## config.mk

```make
export PLATFORM = sky130hd
export DESIGN_NAME = logic_updater
export DESIGN_NICKNAME = d
export VERILOG_FILES = /design/src/rtl/logic_updater.sv
export SDC_FILE = /design/constraint.sdc
export NUM_CORES = 1
export LEC_CHECK = 0
export CAP_MARGIN = 20
export CORE_UTILIZATION = 45
export DETAILED_ROUTE_END_ITERATION = 6
export PLACE_DENSITY_LB_ADDON = 0.25
export SYNTH_ARGS = -nofsm -noshare
export SYNTH_HDL_FRONTEND = slang
export SYNTH_SLANG_ARGS = --single-unit
```

## constraint.sdc

```tcl
create_clock -name clk_in -period 6.4 [get_ports clk_in]
set_input_delay 0.64 -clock clk_in [delete_from_list [all_inputs] [get_ports clk_in]]
set_output_delay 0.64 -clock clk_in [all_outputs]
set_load 0.005 [all_outputs]
```

## src/rtl/logic_updater.sv

```systemverilog
// Conway B3/S23 generation-compute stage: one neighbourhood window in, one next-generation word out,
// two-stage pipeline with live-cell accounting and a generation-complete handshake.
module logic_updater #(
    parameter int WORD_W        = 16,
    parameter int WORDS_PER_ROW = 20,
    parameter int ROWS          = 240,
    parameter int ADDR_W        = 13,
    parameter int POP_W         = 17,
    localparam int X_W          = $clog2(WORDS_PER_ROW),
    localparam int Y_W          = $clog2(ROWS)
) (
    input  logic              clk_in,
    input  logic              rst_in,
    input  logic              start_in,
    input  logic [WORD_W+1:0] window_in [2:0],
    input  logic [X_W-1:0]    x_in,
    input  logic [Y_W-1:0]    y_in,
    input  logic              stall_in,
    output logic              wr_en_out,
    output logic [ADDR_W-1:0] wr_addr_out,
    output logic [WORD_W-1:0] wr_data_out,
    output logic [POP_W-1:0]  population_out,
    output logic              done_out,
    output logic              busy_out
);

    localparam logic [1:0] S_IDLE  = 2'd0;
    localparam logic [1:0] S_RUN   = 2'd1;
    localparam logic [1:0] S_FLUSH = 2'd2;
    localparam logic [1:0] S_DONE  = 2'd3;

    logic [1:0]              r_state;
    logic [1:0]              w_state_next;

    logic                    r_s1_valid;
    logic [WORD_W-1:0][3:0]  r_cnt;
    logic [WORD_W-1:0]       r_centre;
    logic [ADDR_W-1:0]       r_s1_addr;
    logic [POP_W-1:0]        r_acc;

    logic                    w_in_range;
    logic                    w_last;
    logic                    w_accept;
    logic [ADDR_W-1:0]       w_addr;
    logic [WORD_W-1:0][3:0]  w_cnt;
    logic [WORD_W-1:0]       w_new;
    logic [POP_W-1:0]        w_pop;
    logic [POP_W:0]          w_sum;
    logic [POP_W-1:0]        w_acc_sat;

    assign w_in_range = (32'(x_in) < WORDS_PER_ROW) && (32'(y_in) < ROWS);
    assign w_last     = (32'(x_in) == WORDS_PER_ROW - 1) && (32'(y_in) == ROWS - 1);
    // A start pulse pre-empts whatever window arrives with it.
    assign w_accept   = (r_state == S_RUN) && !start_in && !stall_in && w_in_range;
    assign w_addr     = ADDR_W'(ADDR_W'(y_in) * ADDR_W'(WORDS_PER_ROW) + ADDR_W'(x_in));

    // Window bit i+1 is cell i, so cell i's neighbourhood spans window bits i..i+2.
    genvar gi;
    generate
        for (gi = 0; gi < WORD_W; gi++) begin : g_cell
            assign w_cnt[gi] = 4'(window_in[0][gi]) + 4'(window_in[0][gi+1]) + 4'(window_in[0][gi+2])
                             + 4'(window_in[1][gi]) + 4'(window_in[1][gi+2])
                             + 4'(window_in[2][gi]) + 4'(window_in[2][gi+1]) + 4'(window_in[2][gi+2]);
            assign w_new[gi] = (r_cnt[gi] == 4'd3) | (r_centre[gi] & (r_cnt[gi] == 4'd2));
        end
    endgenerate

    always_comb begin
        w_pop = '0;
        for (int i = 0; i < WORD_W; i++) begin
            w_pop = w_pop + POP_W'(w_new[i]);
        end
    end

    assign w_sum     = {1'b0, r_acc} + {1'b0, w_pop};
    assign w_acc_sat = w_sum[POP_W] ? {POP_W{1'b1}} : w_sum[POP_W-1:0];

    always_comb begin
        w_state_next = r_state;
        if (start_in) begin
            w_state_next = S_RUN;
        end else begin
            case (r_state)
                S_RUN:   if (w_accept && w_last) w_state_next = S_FLUSH;
                S_FLUSH: if (!r_s1_valid) w_state_next = S_DONE;
                S_DONE:  w_state_next = S_IDLE;
                default: w_state_next = S_IDLE;
            endcase
        end
    end

    always_ff @(posedge clk_in) begin
        if (rst_in) begin
            r_state        <= S_IDLE;
            r_s1_valid     <= 1'b0;
            r_cnt          <= '0;
            r_centre       <= '0;
            r_s1_addr      <= '0;
            r_acc          <= '0;
            wr_en_out      <= 1'b0;
            wr_addr_out    <= '0;
            wr_data_out    <= '0;
            population_out <= '0;
            done_out       <= 1'b0;
            busy_out       <= 1'b0;
        end else begin
            r_state    <= w_state_next;
            r_s1_valid <= w_accept;
            if (w_accept) begin
                r_cnt     <= w_cnt;
                r_centre  <= window_in[1][WORD_W:1];
                r_s1_addr <= w_addr;
            end

            // Restart drops the word sitting in stage 1 along with the count.
            wr_en_out <= r_s1_valid && !start_in;
            if (r_s1_valid && !start_in) begin
                wr_addr_out <= r_s1_addr;
                wr_data_out <= w_new;
            end

            if (start_in) begin
                r_acc <= '0;
            end else if (r_s1_valid) begin
                r_acc <= w_acc_sat;
            end

            done_out <= (w_state_next == S_DONE);
            busy_out <= (w_state_next == S_RUN) || (w_state_next == S_FLUSH);
            // DONE is entered only once stage 2 has drained, so r_acc is final here.
            if (w_state_next == S_DONE) begin
                population_out <= r_acc;
            end
        end
    end

endmodule

```

# Word level (Yosys, flattened, before mapping)
# Index checks and enable logic that the tools add are counted.
[classes] add_sub_neg=129 n_mul=1 div=0 magnitude_cmp=2 eq_ne=39 shifts=0 muxes=5 bitwise_logic=32 n_reduce_logical=11
[ops] operator="$add 4x1->4" n=64
[ops] operator="$eq 4x2->1 const B" n=32
[ops] operator="$add 3x1->4" n=17
[ops] operator="$add 2x1->3" n=17
[ops] operator="$add 1x1->2" n=17
[ops] operator="$add 17x16->18" n=1
[ops] operator="$mux 17" n=1
[ops] operator="$add 15x1->16" n=1
[ops] operator="$and 1x1->1" n=16
[ops] operator="$or 1x1->1" n=16
[ops] operator="$add 14x1->15" n=1
[ops] operator="$add 13x1->14" n=1
[ops] operator="$add 12x1->13" n=1
[ops] operator="$add 13x5->13" n=1
[ops] operator="$add 11x1->12" n=1
[ops] operator="$add 10x1->11" n=1
[ops] operator="$mul 8x3->11 const B" n=1
[ops] operator="$add 9x1->10" n=1
[ops] operator="$add 8x1->9" n=1
[ops] operator="$add 7x1->8" n=1
[ops] operator="$eq 8x8->1 const B" n=1
[ops] operator="$lt 8x8->1 const B" n=1
[ops] operator="$add 6x1->7" n=1
[ops] operator="$logic_and 1x1->1" n=7
[ops] operator="11 further kinds" n=17
[word_totals] reg_bits=162 latchBits=0 mem_bits_rw=0 romBits=0 inputBits=71 memories=0

# Depth between registers and ports, before layout
# Gate-level depths: netlist of run 1.
[logic_depth] depth_word=20 ltp_mapped=17 depth_no_buf=17

# Worst setup path after synthesis of run 1
# OpenSTA, ideal clock, no wires.
[synth_path] path_kind="reg2reg" startpoint="register r_centre[4]" endpoint="register r_acc[16]" setup_ns=0.132 t_arrival_ns=4.257 t_required_ns=6.268 slack_ns=2.011 path_stages_with_launch=18 n_path_buf=0 cell_sequence="dfxtp_1 -> nor2_1 -> nor4b_1 -> fa_1 -> inv_1 -> fa_1 -> fa_1 -> fa_1 -> inv_1 -> fa_1 -> inv_1 -> fa_1 -> nor2b_1 -> o21bai_1 -> a21bo_2 -> nor3_1 -> xnor2_1 -> a21oi_1"
[synth_between] elab_chain_len=16
[synth_lines] item="from (decl)" line="37" text="logic [WORD_W-1:0] r_centre;"
[synth_lines] item="from (signal assigned)" line="111" text="r_centre <= window_in[1][WORD_W:1];"
[synth_lines] item="$and 1x1->1" line="64" text="assign w_new[gi] = (r_cnt[gi] == 4'd3) | (r_centre[gi] & (r_cnt[gi] == 4'd2));"
[synth_lines] item="$or 1x1->1" line="64"
[synth_lines] item="via w_new[4]" line="46" text="logic [WORD_W-1:0] w_new;"
[synth_lines] item="$add 4x1->5" line="71" text="w_pop = w_pop + POP_W'(w_new[i]);"
[synth_lines] item="$add 5x1->6" line="71"
[synth_lines] item="$add 6x1->7" line="71"
[synth_lines] item="$add 7x1->8" line="71"
[synth_lines] item="$add 8x1->9" line="71"
[synth_lines] item="$add 9x1->10" line="71"
[synth_lines] item="$add 10x1->11" line="71"
[synth_lines] item="$add 11x1->12" line="71"
[synth_lines] item="$add 12x1->13" line="71"
[synth_lines] item="$add 13x1->14" line="71"
[synth_lines] item="$add 14x1->15" line="71"
[synth_lines] item="$add 15x1->16" line="71"
[synth_lines] item="$add 17x16->18" line="75" text="assign w_sum = {1'b0, r_acc} + {1'b0, w_pop};"
[synth_lines] item="$mux 17" line="76" text="assign w_acc_sat = w_sum[POP_W] ? {POP_W{1'b1}} : w_sum[POP_W-1:0];"
[synth_lines] item="to (signal assigned)" line="125" text="r_acc <= w_acc_sat;"
[synth_lines] item="to (decl)" line="39" text="logic [POP_W-1:0] r_acc;"
# The timed path passes the listed nets, and every way through them passes these cells.
# A chain may end at the register's enable or synchronous reset.

# Final worst setup path of run 1
# Ends and elaborated chain as after synthesis.

==> results.py, run 1 <==
metrics = {
    "run_status": {
        "outcome": "completed",
    },
    "place": {
        "gp_congestion": 0.790,
        "place_inst": 1447,
        "placed_area_um2": 11000,
        "io_buffers": 119,
        "hpwl_mm": 15.0,
    },
    "critical_path": {
        "reg2reg_slack_ns": 1.67,
        "cp_max_fo": 5,
        "crit_path_top_delay_cell": "fa_1",
        "critPathRequiredTime_ns": 6.70,
        "path_common_cell": "fa_1",
        "worstSetupStartpointType": "flop",
        "cp_cell_sequence": "nor2_1, nor4b_1, fa_1, inv_1, fa_1, fa_1, fa_1, inv_1, fa_1, inv_1, fa_1, nor2b_1, o21bai_1, a21bo_2, nor3_1, xnor2_1, a21oi_1",
        "worstSetupEndpointType": "flop",
        "path_class": "reg2reg",
        "critPathArrivalTime_ns": 5.03,
        "cpPeakStageDelay_ns": 0.54,
    },
    "clocking": {
        "htree_levels": 4,
        "cts_hold_buf": 0,
        "cts-root-buf": "clkbuf_16",
        "cts_resized": 0,
        "cts.clk_slew.worst_paths_ns": 0.07,
        "clock_latency_ns": 0.42,
        "cts_buffers": 17,
        "cts.path.max_buffers": 2,
        "cts_sinks": 162,
        "cts_tree": "yes",
        "post_cts_buffers": 0,
    },
    "sta": {
        "finalClockSkew_ns": 0.0111,
        "drv_slew": 0,
        "fin_crit_sh_pct": 73.9,
        "finalCriticalPeriod_ns": 4.73,
        "tns_ns": 0,
        "max_freq_ghz": 0.211,
        "slew_headroom_pct": 28.1,
        "setup_viol": 0,
        "hold_viol_final": 0,
        "rsz0062_at_grt": "no",
        "worst_pin_slew_ns": 1.08,
    },
    "logic_synthesis": {
        "synth_flop_cell": "dfxtp_1",
        "ys_warn_count": 0,
        "ys_seq_elements": 162,
        "synth_top_area_share_pct": 33.5,
        "synth.most_common_cell": "nand2_1",
        "synth_cells": 1094,
        "async_flop_share_pct": 0,
        "ys_types": 58,
        "synth_area_um2": 9680,
        "synth-edff-count": 0,
        "syn-num-nets": 1317,
        "syn_area_per_cell_um2": 8.84,
        "ys_seq_area_share_pct": 33.5,
        "synth_area_leader_cell": "dfxtp_1",
        "synth_commonest_cells": "173 x nand2_1, 162 x dfxtp_1, 142 x inv_1, 116 x a21oi_1, 92 x nor2_1",
        "ys_top_cells_by_area": "dfxtp_1 34%, fa_1 16%, ha_1 9.6%, nand2_1 6.7%, a21oi_1 6.0%",
    },
    "die": {
        "core_um2": 21000,
        "rows": 53,
        "io_pins": 120,
        "fp.dieW_um": 149,
        "die_y_um": 149,
        "die-area_um2": 22100,
        "start_util_pct": 46.0,
    },
    "route": {
        "dr_total_vias": 7398,
        "drc": 0,
        "wl_mm": 20.0,
        "ant_nets": 0,
        "drtIter0Drc": 316,
        "viasPerCell": 5.00,
        "routedWlPerCell_um": 13.5,
        "drtPass1Iterations": 4,
    },
    "flow_run": {
        "cap_violations": 0,
    },
    "layout": {
        "post_route_cells_drive_above_1_share_pct": 4.40,
        "multiInputGateArea_um2": 5670,
        "fin_area_um2": 11600,
        "num-nets-final": 1414,
        "seq_area_um2": 3240,
        "n_antenna_cell": 0,
        "fillers": 1950,
        "instances_no_fill": 1479,
        "area_growth_pct": 20.0,
        "final_util_pct": 55.2,
    },
    "grt": {
        "antenna_found_initial": 0,
        "grt-ovfl-total": 0,
        "grt_use_total_pct": 19.2,
        "grt_max_degree": 87,
        "first_global_vias": 7217,
        "grt_pass1_wl_mm": 34.0,
    },
    "pwr": {
        "ir_drop_v": 0.000172,
        "p_per_area_nw_per_um2": 225,
        "p_leak_nw": 4.71,
        "p_total_mw": 2.61,
    },
    "hold_path": {
        "hold_class": "reg2reg",
    },
}
through the flow:
step                hold slack, ns  setup slack [ns]
finish                       0.452              1.67
global route                 0.467              1.36
CTS                          0.453              1.64
detailed placement           0.443              1.68
global placement             0.438              1.77
floorplan                    0.432              2.01
power breakdown:
group / internal, mW / total (mW) / switching [mW] / leakage (nW)
Clock: 0.559 / 1.00 / 0.445 / 0.278
Combinational: 0.276 / 0.575 / 0.299 / 3.12
Sequential: 1.02 / 1.03 / 0.00734 / 1.31
state kept, by name, indices dropped and copies added, names as in the netlist:
signal	count
r_centre	16
r_s1_addr	13
wr_addr_out	13
r_cnt	64
busy_out	1
wr_data_out	16
r_s1_valid	1
r_acc	17
done_out	1
wr_en_out	1
r_state	2
population_out	17
worst paths after layout:
kind                    start  depth (start not counted)        end
setup / recovery  r_centre[4]                         17  r_acc[16]
hold / removal      r_cnt[25]                          2  r_cnt[25]
setup reg to reg  r_centre[4]                         17  r_acc[16]
hold reg to reg     r_cnt[25]                          2  r_cnt[25]
critical path: cells and delay by family (launching register included):
family	cells	cell delay, ns
AO/OA/AOI/OAI	3	0.48
buffers and inverters	3	0.22
flip-flops	1	0.33
adder cells (fa/ha/maj)	6	2.47
XOR/XNOR	1	0.15
AND/OR/NAND/NOR	4	0.97
layout make-up:
| type | instances | area share, % |
|---|---|---|
| clock buffer | 18 | 3.78 |
| sequential | 162 | 27.9 |
| timing repair buffer | 125 | 10.6 |
| clock inverter | 14 | 1.25 |
| inverter | 142 | 4.59 |
| multi-input combinational | 743 | 48.9 |
| tap | 275 | 2.96 |
cells in the final DEF, fill, tap and decap left out, drive strengths merged, types with 8 or more instances in the layout:
master	Yosys	final
a211oi	24	24
a21o	19	19
a21oi	116	116
clkbuf	32	18
clkdlybuf4s50	0	118
dfxtp	162	162
fa	78	78
ha	74	74
inv	142	149
mux2i	19	19
nand2	173	173
nand3	23	23
nor2	92	92
nor3	8	8
nor4b	9	9
o211ai	10	10
o21ai	11	11
xnor2	26	26
cells by family (layout without fill, tap and decap cells):
family                   count (synthesis)  count (layout)  synth area share [%]
multiplexers                            19              19                  1.97
flip-flops                             162             162                  33.5
XOR/XNOR                                33              33                  2.99
AND/OR/NAND/NOR                        338             338                  15.1
adder cells (fa/ha/maj)                152             152                  25.7
buffers and inverters                  189             299                  7.88
AO/OA/AOI/OAI                          201             201                  12.8
routing by layer:
layer	up-vias	wire [um]	track usage, %
li1	3756	-	-
met1	3511	9510	25.4
met2	115	9650	32.5
met3	16	667	3.53
met4	0	171	4.38
met5	-	0	0
Note: power is estimated with default switching activity, not from simulation.
==> inputs of run 2 (changes only) <==
- clock period: 6.4 -> 4.1 ns (I/O delays scaled with it)
==> run 2 against run 1 <==
Net effect:
- the run now ends with negative setup slack left
- global-route usage increased by 1.2 points
- die area unchanged
- sequential share of layout area decreased by 0.61 points
- wire length increased by 4.6%
- first-iteration DRC count increased by 9.5%
- power increased by 58%
- core utilization increased by 1.5 points
- setup slack got worse by 1.8 ns
- clock power increased by 58%
- largest cell class unchanged
- combinational power increased by 60%
- sequential power increased by 56%
- design area increased by 2.7%
==> results.py, run 2 (synthesized netlist as in run 1, its figures left out) <==
metrics = {
    "critical_path": {
        "critPathArrivalTime_ns": 4.57,
        "critPathBufInv": 4,
        "crit_family": "adder cells",
        "cpPeakStageDelay_ns": 0.53,
        "crit_path_top_delay_cell": "fa_1",
        "critPathRequiredTime_ns": 4.41,
        "path_common_cell": "fa_1",
        "path_class": "reg2reg",
        "reg2reg_slack_ns": -0.16,
        "worstSetupEndpointType": "flop",
        "worstSetupStartpointType": "flop",
        "cp_cell_sequence": "nor4b_2, buf_4, fa_1, inv_1, fa_1, fa_1, fa_1, inv_2, fa_2, inv_2, fa_2, nor2b_2, o21bai_2, a21bo_4, nor3_4, xnor2_1, a21oi_1",
        "cp_max_fo": 5,
    },
    "route": {
        "ant_nets": 0,
        "viasPerCell": 5.05,
        "routedWlPerCell_um": 14.0,
        "wl_mm": 20.9,
        "drtPass1Iterations": 4,
        "drtIter0Drc": 346,
        "drc": 0,
        "dr_total_vias": 7534,
    },
    "grt": {
        "first_global_vias": 7634,
        "grt_use_total_pct": 20.5,
        "grt-ovfl-total": 0,
        "grt_pass1_wl_mm": 36.1,
        "grt_max_degree": 58,
        "antenna_found_initial": 0,
    },
    "sta": {
        "finalCriticalPeriod_ns": 4.26,
        "hold_viol_final": 0,
        "fin_ws_ns": -0.163,
        "setup_viol": 11,
        "slew_headroom_pct": 31.1,
        "drv_slew": 0,
        "fin_crit_sh_pct": 104,
        "rsz0062_at_grt": "yes",
        "tns_ns": -0.955,
        "worst_pin_slew_ns": 1.03,
        "max_freq_ghz": 0.235,
        "finalClockSkew_ns": 0.00590,
    },
    "clocking": {
        "cts_sinks": 162,
        "htree_levels": 4,
        "cts.clk_slew.worst_paths_ns": 0.06,
        "clock_latency_ns": 0.43,
        "cts_buffers": 17,
        "cts.path.max_buffers": 2,
        "cts-root-buf": "clkbuf_16",
        "cts_tree": "yes",
    },
    "place": {
        "io_buffers": 119,
        "gp_congestion": 0.813,
        "place_inst": 1459,
        "hpwl_mm": 15.6,
        "pre_cts_ws_ns": -0.353,
    },
    "layout": {
        "final_util_pct": 56.7,
        "num-nets-final": 1429,
        "post_route_cells_drive_above_1_share_pct": 8.54,
        "reg_top3": "r_cnt (64), population_out (17), r_acc (17)",
        "layout_commonest_cell": "nand2_1",
        "instances_no_fill": 1493,
        "largest-register": "r_cnt",
        "n_antenna_cell": 0,
        "area_growth_pct": 23.2,
        "largest_reg_flops": 64,
        "final_cell_mix": "172 x nand2_1, 151 x dfxtp_1, 139 x inv_1",
    },
    "die": {
        "rows": 53,
        "start_util_pct": 46.0,
        "fp.dieW_um": 149,
        "io_pins": 120,
        "die-area_um2": 22100,
        "die_y_um": 149,
        "core_um2": 21000,
    },
    "hold_path": {
        "hold_class": "in2reg",
    },
    "pwr": {
        "p_per_area_nw_per_um2": 345,
        "p_seq_share_pct": 39.2,
        "power_switching_share_pct": 27.9,
        "switchingPower_mw": 1.15,
        "p_total_mw": 4.11,
        "share_clk_of_total_power_pct": 38.4,
        "p_leak_nw": 4.82,
        "combPwrFrac_pct": 22.4,
        "ir_drop_v": 0.000210,
        "internal_power_mw": 2.96,
    },
    "flow_run": {
        "cap_violations": 0,
    },
    "run_status": {
        "outcome": "finished, violations left",
        "violations": "negative setup slack",
    },
}
==> run 2: cell types whose count changed in the layout (fill, tap and decap cells not counted), moves of 3 or more <==
cell | before | now
buf_12 | 0 | 3
buf_4 | 7 | 19
clkinv_2 | 0 | 3
dfxtp_1 | 162 | 151
dfxtp_2 | 0 | 11
inv_1 | 142 | 139
inv_2 | 0 | 3
inv_6 | 5 | 2
nor2_1 | 92 | 84
nor2_2 | 0 | 7
nor4b_1 | 8 | 3
nor4b_4 | 0 | 4
==> run 2: repair_timing <==
item | 4_1_cts | 5_1_grt
buffers inserted | 4 | 0
endpoints found under the setup margin | 17 | 17
hold buffers | 0 | 0
gates resized for setup | 32 | 4
endpoints found under the hold margin | 0 | 0
pin swaps | 9 | 7
==> run 2: metrics by stage <==
| stage | hold WS [ns] | cell area [um2] |
|---|---|---|
| 2_1_floorplan | 0.431 | 9720 |
| 5_1_grt | 0.429 | 11900 |
| 6_report | 0.417 | 11900 |
| 4_1_cts | 0.413 | 11900 |
| 3_5_place_dp | 0.443 | 11200 |
| 3_3_place_gp | 0.439 | 11200 |
==> run 2: final timing paths <==
path,from,endpoint,cells after the start
setup / recovery,r_cnt[19],r_acc[16],17
hold / removal,rst_in,population_out[0],2
setup reg to reg,r_cnt[19],r_acc[16],17
hold reg to reg,r_cnt[47],r_cnt[47],2
==> run 2: power by group through the flow <==
stage                     Clock (mW)  Combinational (mW)  Sequential, mW
after global placement             0               0.895            1.64
after detailed placement           0               0.925            1.64
after CTS                       1.61               0.939            1.61
final                           1.58               0.919            1.61
after global routing            1.68                1.07            1.61
after floorplan                    0               0.669            1.64
==> run 2: routing by layer <==
layer  GRT usage [%]  wire [um]  up-vias
met1            28.0       9970     3596
met4            5.72        309        0
met2            33.0       9880      134
met3            3.71        769       19
met5               0          0        -
li1                -          -     3785
==> run 2: final cells by class <==
| cell class | instances | area, um2 |
|---|---|---|
| clock buffers | 19 | 453 |
| clock inverters | 12 | 133 |
| fillers | 1870 | 9100 |
| inverters | 142 | 533 |
| multi-input cells | 743 | 5820 |
| flip-flops and latches | 162 | 3260 |
| well taps | 275 | 344 |
| repair buffers | 140 | 1380 |
==> inputs of run 3 (changes only) <==
- clock period: 4.1 -> 4.37 ns (I/O delays scaled with it)
==> run 3 against run 2 <==
Net effect:
- maximum frequency shrank 1.4%
- the run now ends clean
- setup slack better by 0.21 ns
- critical endpoint unchanged
- die area unchanged
- clock-buffer cell count unchanged
- design area decreased by 0.15%
- critical path type unchanged
- register-to-register slack gained 0.21 ns
==> results.py, run 3 (synthesized netlist as in run 1, its figures left out) <==
metrics = {
    "grt": {
        "grt_pass1_wl_mm": 34.7,
        "grt_max_degree": 68,
        "first_global_vias": 7359,
        "grt_use_total_pct": 19.8,
        "antenna_found_initial": 0,
        "grt-ovfl-total": 0,
    },
    "die": {
        "start_util_pct": 46.0,
        "fp.dieW_um": 149,
        "core_um2": 21000,
        "rows": 53,
        "die-area_um2": 22100,
        "die_y_um": 149,
        "io_pins": 120,
    },
    "clocking": {
        "cts_buffers": 17,
        "cts.path.max_buffers": 2,
        "cts-root-buf": "clkbuf_16",
        "cts_sinks": 162,
        "cts_tree": "yes",
        "clock_latency_ns": 0.44,
        "htree_levels": 4,
        "post_cts_buffers": 0,
        "cts_hold_buf": 0,
        "cts.clk_slew.worst_paths_ns": 0.06,
    },
    "pwr": {
        "p_per_area_nw_per_um2": 330,
        "p_leak_nw": 4.82,
        "ir_drop_v": 0.000185,
    },
    "route": {
        "drc": 0,
        "drtIter0Drc": 391,
        "wl_mm": 20.6,
        "ant_nets": 0,
        "routedWlPerCell_um": 13.8,
        "drtPass1Iterations": 4,
        "viasPerCell": 5.00,
        "dr_total_vias": 7449,
    },
    "layout": {
        "largest-register": "r_cnt",
        "multiInputGateArea_um2": 5790,
        "final_cell_mix": "173 x nand2_1, 158 x dfxtp_1, 138 x inv_1",
        "num-nets-final": 1425,
        "largest_reg_flops": 64,
        "n_antenna_cell": 0,
        "fillers": 1903,
        "reg_top3": "r_cnt (64), population_out (17), r_acc (17)",
        "layout_commonest_cell": "nand2_1",
        "post_route_cells_drive_above_1_share_pct": 7.24,
        "final_util_pct": 56.6,
        "seq_area_um2": 3250,
        "instances_no_fill": 1490,
        "area_growth_pct": 23.0,
    },
    "flow_run": {
        "cap_violations": 0,
    },
    "critical_path": {
        "path_class": "reg2reg",
        "critPathRequiredTime_ns": 4.68,
        "critPathArrivalTime_ns": 4.63,
        "cp_max_fo": 5,
        "worstSetupEndpointType": "flop",
        "worstSetupStartpointType": "flop",
    },
    "place": {
        "pre_cts_ws_ns": -0.265,
        "gp_congestion": 0.803,
        "io_buffers": 119,
        "hpwl_mm": 15.5,
        "place_inst": 1457,
    },
    "sta": {
        "fin_crit_sh_pct": 98.9,
        "rsz0062_at_grt": "yes",
        "tns_ns": 0,
        "fin_ws_ns": 0.0481,
        "setup_viol": 0,
        "worst_pin_slew_ns": 0.948,
        "hold_viol_final": 0,
        "drv_slew": 0,
        "slew_headroom_pct": 36.8,
        "max_freq_ghz": 0.231,
        "whs_ns": 0.386,
        "finalClockSkew_ns": 0.0139,
        "finalCriticalPeriod_ns": 4.32,
    },
    "hold_path": {
        "hold_class": "in2reg",
    },
    "run_status": {
        "outcome": "completed",
    },
}
-- run 3: cell count changes in the layout (fill, tap and decap cells not counted), sizes merged --
cell	previous run	this run
buf	22	18
bufinv	2	3
clkinvlp	3	2
inv	144	145
-- run 3: power by group --
group          internal [mW]  switching, mW  total (mW)
Combinational          0.410          0.448       0.859
Sequential              1.50         0.0117        1.51
Clock                  0.923          0.633        1.56
Total                   2.83           1.09        3.92
-- run 3: worst max-delay path, cell delays in order, from the launching register on --
cell,delay (ns)
dfxtp_1,0.31
nor2_1,0.16
nor4b_2,0.07
buf_4,0.14
fa_1,0.49
inv_2,0.04
fa_1,0.55
fa_1,0.44
fa_1,0.48
inv_2,0.08
fa_2,0.22
inv_2,0.04
fa_2,0.34
nor2b_2,0.15
o21bai_2,0.11
a21bo_4,0.25
nor3_4,0.12
xnor2_1,0.14
a21oi_1,0.08
-- run 3: final timing paths --
path	start	endpoint	slack, ns	depth (start not counted)
hold / removal	rst_in	population_out[8]	0.39	2
setup reg to reg	r_centre[6]	r_acc[16]	0.05	18
hold reg to reg	r_s1_addr[2]	wr_addr_out[2]	0.45	2
setup / recovery	r_centre[6]	r_acc[16]	0.05	18
-- run 3: repair_timing --
item	in CTS	in global routing
pin swaps	10	4
gates cloned	0	0
resized for setup	12	16
endpoints found under the setup margin	17	17
-- run 3: metal layers --
| metal | vias to the layer above | global-route usage, % | share of wire [%] |
|---|---|---|---|
| met4 | 0 | 6.91 | 1.4 |
| met5 | - | 0 | 0 |
| met1 | 3519 | 25.9 | 47 |
| met3 | 19 | 3.04 | 3.2 |
| li1 | 3787 | - | - |
| met2 | 124 | 33.0 | 48 |
-- run 3: area by class of cell --
class	count	area share, %
inverter	142	4.48
clock inverter	13	1.47
sequential	162	27.3
tap	275	2.89
clock buffer	19	3.72
timing repair buffer	136	11.5
multi-input combinational	743	48.6
-- run 3: stage by stage --
step,power [mW],area (um2)
final,3.92,11900
after global routing,4.15,11900
after CTS,3.96,11800
after detailed placement,2.40,11200
after global placement,2.38,11200
after floorplan,2.17,9690
==> variant 1: new RTL, settings of run 3 <==
Change the parameter `WORD_W` from 16 to 24.
--- a/src/rtl/logic_updater.sv
+++ b/src/rtl/logic_updater.sv
@@ -3,3 +3,3 @@
 module logic_updater #(
-    parameter int WORD_W        = 16,
+    parameter int WORD_W        = 24,
     parameter int WORDS_PER_ROW = 20,
Ports: changed (resized window_in and wr_data_out); port bits go from 120 to 152. The function was not compared with the original's and may differ.
==> variant 1 against run 3 <==
  * The run now ends with setup timing left
  * Final cell count grew 35%
  * Synthesized area grew 33%
  * Sequential cell count grew 48
  * Count of clock-buffer cells in the layout grew 22
  * Setup slack lost 0.78 ns
  * Die area grew 33%
  * Power grew 32%
  * Via count grew 34%
  * Sequential share of layout area shrank 0.59 points
  * Global-route usage grew 0.25 points
  * Critical path depth grew 1
  * Wire length grew 37%
  * Cell area grew 33%
  * Critical endpoint unchanged
==> variant 1: results (changes against run 3) <==
.. list-table::
   :header-rows: 1

   * - Metric
     - Value
   * - Detailed-routing wirelength on met1
     - 13,210 µm (+35%)
   * - Status
     - complete, but fails checks
   * - H-Tree Depth
     - 1 (-3)
   * - Violated checks
     - setup timing
   * - Number of global-route vias before repair
     - 9,916 (+35%)
   * - Total Wirelength
     - 28,250 µm (+37%)
   * - M2 GR Usage
     - 0.3448 (+0.01515)
   * - Met3 Usage GRT
     - 0.02485 (-0.005518)
   * - Share of final-layout standard cells stronger than drive strength 1
     - 0.06392 (-0.008507)
   * - Post-synth cell types
     - 51 (-12%)
   * - Slew headroom
     - 0.2720 (-0.09608)
   * - Areal power density over the cells
     - 328.7 nW/µm² (-0.28%)
   * - Worst Clk Skew
     - 0.009525 ns (-0.004345 ns)
   * - RD Place Congestion
     - 0.7793 (-3.0%)
   * - Leakage dissipation
     - 6.534 nW (+36%)
   * - Insertion delay of the later-clocked pin in the worst-skew pair
     - 0.52 ns (+0.08 ns)
   * - Part of the total power dissipated in sequential elements
     - 0.378 (-0.007)
   * - Area post-placement
     - 14,880 µm² (+33%)
   * - GRT Resource Usage Total
     - 0.2001 (+0.002475)
   * - Commonest cells in the netlist
     - nand2_1, inv_1, dfxtp_1
   * - Setup Viol. Count Final
     - 17 (+17)
   * - Worst slack after detailed placement
     - -0.7981 ns (-0.5327 ns)
   * - Final WS setup
     - -0.7315 ns (-0.7797 ns)
   * - Synthesized net count
     - 1,778 (+35%)
   * - Final layout net count
     - 1,922 (+35%)
   * - Area contributors post-synth
     - dfxtp_1, fa_1, ha_1, nand2_1, inv_1
   * - Worst vdd ir
     - 0.0002809 V (+52%)
   * - CTS sink count
     - 210 (+30%)
==> variant 1: changes by cell type in the layout (fill, tap and decap cells not counted), sizes merged, moves of 9 or more <==
cell,before,now
a211oi,24,33
a21o,19,29
a21oi,116,158
buf,18,30
clkbuf,19,41
clkdlybuf4s50,118,150
dfxtp,162,210
fa,78,117
ha,74,101
inv,145,213
nand2,173,226
nor2,92,120
o211ai,10,19
==> variant 1: repair_timing <==
item	4_1_cts	5_1_grt
hold buffers	0	0
endpoints found under the setup margin	17	17
pin swaps	16	4
gates cloned	0	0
resized for setup	14	6
setup buffers	4	1
==> variant 1: worst min-delay path: stages (launching register included) <==
cell     delay [ns]
dfxtp_1        0.31
nand2_1        0.05
a21oi_1        0.05
==> variant 1: kinds of logic (layout without fill, tap and decap cells) <==
kind of cell    count (synthesis)  count (layout)  share of synthesized area
simple gates                  427             427                     0.1395
compound gates                279             279                     0.1320
buf+inv                       275             437                    0.08264
fa+ha+maj                     218             218                     0.2799
flops                         210             210                     0.3263
xor+xnor                       39              39                    0.02651
mux                            17              17                    0.01321
==> variant 1: cell type report <==
cell class,instances,area (µm²)
fill,2604,12240
clock buffer,41,745.7
multi-input combinational,980,7751
tap,378,473.0
inverter,212,795.8
timing repair buffer,180,1747
clock inverter,4,48.80
sequential,210,4212
==> variant 1: path summary, 6_finish.rpt <==
path                               startpoint              end  slack, ns  cells after the start
worst min register to register  r_s1_addr[11]  wr_addr_out[11]       0.45                      2
worst min-delay path            r_s1_addr[11]  wr_addr_out[11]       0.45                      2
worst max register to register      r_cnt[24]        r_acc[16]      -0.73                     19
worst max-delay path                r_cnt[24]        r_acc[16]      -0.73                     19
==> variant 2: new RTL, flow settings as in run 3 <==
Without the edit above. Reset style: asynchronous (`rst_in`), changed in one clocked block.
--- a/src/rtl/logic_updater.sv
+++ b/src/rtl/logic_updater.sv
@@ -91,3 +91,3 @@
 
-    always_ff @(posedge clk_in) begin
+    always_ff @(posedge clk_in or posedge rst_in) begin
         if (rst_in) begin
Function: differs if rst_in is asserted again (counterexample within 4 cycles, from zero or initial values and one cycle with rst_in high); with rst_in held inactive, the same outputs for 4 cycles.
==> variant 2 against run 3 <==
  * The flow now finishes with violations (DRC, setup timing)
  * First-iteration DRC count is 20% lower
  * Cell area grew 5.1%
  * Largest cell class unchanged
  * Synthesized area grew 5.0%
  * Sequential cell count unchanged
  * Count of clock-buffer cells in the layout grew 5
  * Wire length is 0.93% lower
  * Setup slack got worse by 0.15 ns
  * Via count decreased by 7.1%
  * Critical path type unchanged
  * Fmax decreased by 3.4%
Power is not compared: it rests on default switching activity, and its combinational part moved more than twofold at a synthesized area within 25%.
==> variant 2: results (changes against run 3) <==
.. list-table::
   :header-rows: 1

   * - Metric
     - Value
   * - Status
     - complete, but fails checks
   * - Violated checks
     - DRC, setup timing
   * - Setup Viol. Count Final
     - 5 (+5)
   * - Met2 wire len
     - 9660 µm (-2.2%)
   * - Wire length of the first global-routing pass
     - 35,120 µm (+1.1%)
   * - M2 GR Usage
     - 0.3077 (-0.02201)
   * - Final WS setup
     - -0.1054 ns (-0.1535 ns)
   * - Worst Clk Skew
     - 0.009683 ns (-0.004187 ns)
   * - Count of placed standard cells including taps
     - 1,367 (-6.2%)
   * - Amount of wire on met3 after detailed routing
     - 541 µm (-18%)
   * - Worst slack after detailed placement
     - -0.2678 ns (-0.002386 ns)
   * - Largest net degree at the start of global routing
     - 117 (+72%)
   * - Share of the core filled with cells in the final layout
     - 0.5695 (+0.003243)
   * - Final layout net count
     - 1,334 (-6.4%)
   * - GRT Resource Usage Total
     - 0.1886 (-0.008982)
   * - Post-synth cell types
     - 61 (+5.2%)
   * - Detailed-routing wirelength on met1
     - 9894 µm (+1.2%)
   * - Final-layout fill cell count
     - 1,866 (-1.9%)
   * - RD Place Congestion
     - 0.7764 (-3.3%)
   * - Number of DRC violations after detailed-routing iteration 0
     - 312 (-20%)
   * - Total Wirelength
     - 20,410 µm (-0.93%)
   * - Number of vias per cell after detailed routing
     - 4.927 (-1.5%)
   * - Hold Path Class
     - in2async
   * - Insertion delay of the later-clocked pin in the worst-skew pair
     - 0.42 ns (-0.02 ns)
   * - Drt drc
     - 9 (+9)
   * - Slew headroom
     - 0.3190 (-0.04905)
variant 2: cell types whose count changed in the layout (fill, tap and decap cells not counted), sizes merged, moves of 37 or more:
| cell | run 3 | this run |
|---|---|---|
| o21ai | 11 | 82 |
| mux2 | 0 | 37 |
| dfrtp | 0 | 162 |
| nor2 | 92 | 30 |
| a21oi | 116 | 13 |
| dfxtp | 162 | 0 |
variant 2: critical path, cell delays in order, from the launching register on:
cell and delay (ns):
dfrtp_1 0.41, nor4b_4 0.34, fa_1 0.47, inv_1 0.08, fa_1 0.42, fa_1 0.46, fa_1 0.51, inv_2 0.04
fa_2 0.39, inv_2 0.06, fa_2 0.19, nor2b_1 0.05, o21a_1 0.20, o21ai_4 0.24, a21boi_4 0.12, a221oi_2 0.30
a211oi_2 0.08
variant 2: what timing repair did:
action / in CTS / in global routing
gates resized for setup: 13 / 9
setup buffers: 1 / 3
gates cloned: 0 / 1
pin swaps: 16 / 15
hold buffers: 0 / 0
endpoints found under the setup margin: 16 / 17
hold endpoints to repair: 0 / 0
variant 2: logic make-up (layout without fill, tap and decap cells):
logic type | Yosys count | in the layout | share of synthesized area
buf+inv | 182 | 320 | 0.06907
simple gates | 265 | 266 | 0.1194
mux | 38 | 38 | 0.04198
xor+xnor | 30 | 30 | 0.02586
fa+ha+maj | 152 | 152 | 0.2448
compound gates | 156 | 156 | 0.09998
flops | 162 | 162 | 0.3989
variant 2: area by class of cell:
class / count / area (µm²) / share of cell area
Timing Repair Buffer: 139 / 1354 / 0.1083
Tap cell: 280 / 350.3 / 0.02802
Clock buffer: 24 / 461.7 / 0.03692
Inverter: 149 / 563.0 / 0.04503
Multi-Input combinational cell: 642 / 5594 / 0.4474
Clock inverter: 8 / 127.6 / 0.01021
Sequential cell: 162 / 4054 / 0.3242
variant 2: through the flow:
step                      area [µm²]  power, mW  hold slack, ns
after floorplan                10230      3.600          0.4373
after global placement         11780      4.361          0.4554
after detailed placement       11780      4.414          0.4550
after CTS                      12430      5.984          0.4429
after global routing           12500      6.471          0.4906
final                          12500      5.957          0.4323
variant 2: worst paths after layout:
path | end | from | cells past startpoint | slack (ns)
max in group asynchronous | r_cnt[58] | rst_in | 3 | 2.91
hold reg to reg | r_cnt[5] | r_cnt[5] | 2 | 0.47
min in group clk_in | r_cnt[5] | r_cnt[5] | 2 | 0.47
setup reg to reg | r_acc[10] | r_cnt[3] | 16 | -0.11
hold / removal | done_out | rst_in | 2 | 0.43
setup / recovery | r_acc[10] | r_cnt[3] | 16 | -0.11
variant 2: report_power, final:
group	leakage [nW]	switching, mW	total (mW)	internal (mW)
clock network	0.279	0.600	1.52	0.917
registers	2.12	0.250	2.15	1.90
logic	3.74	1.13	2.29	1.15
total	6.13	1.98	5.96	3.98
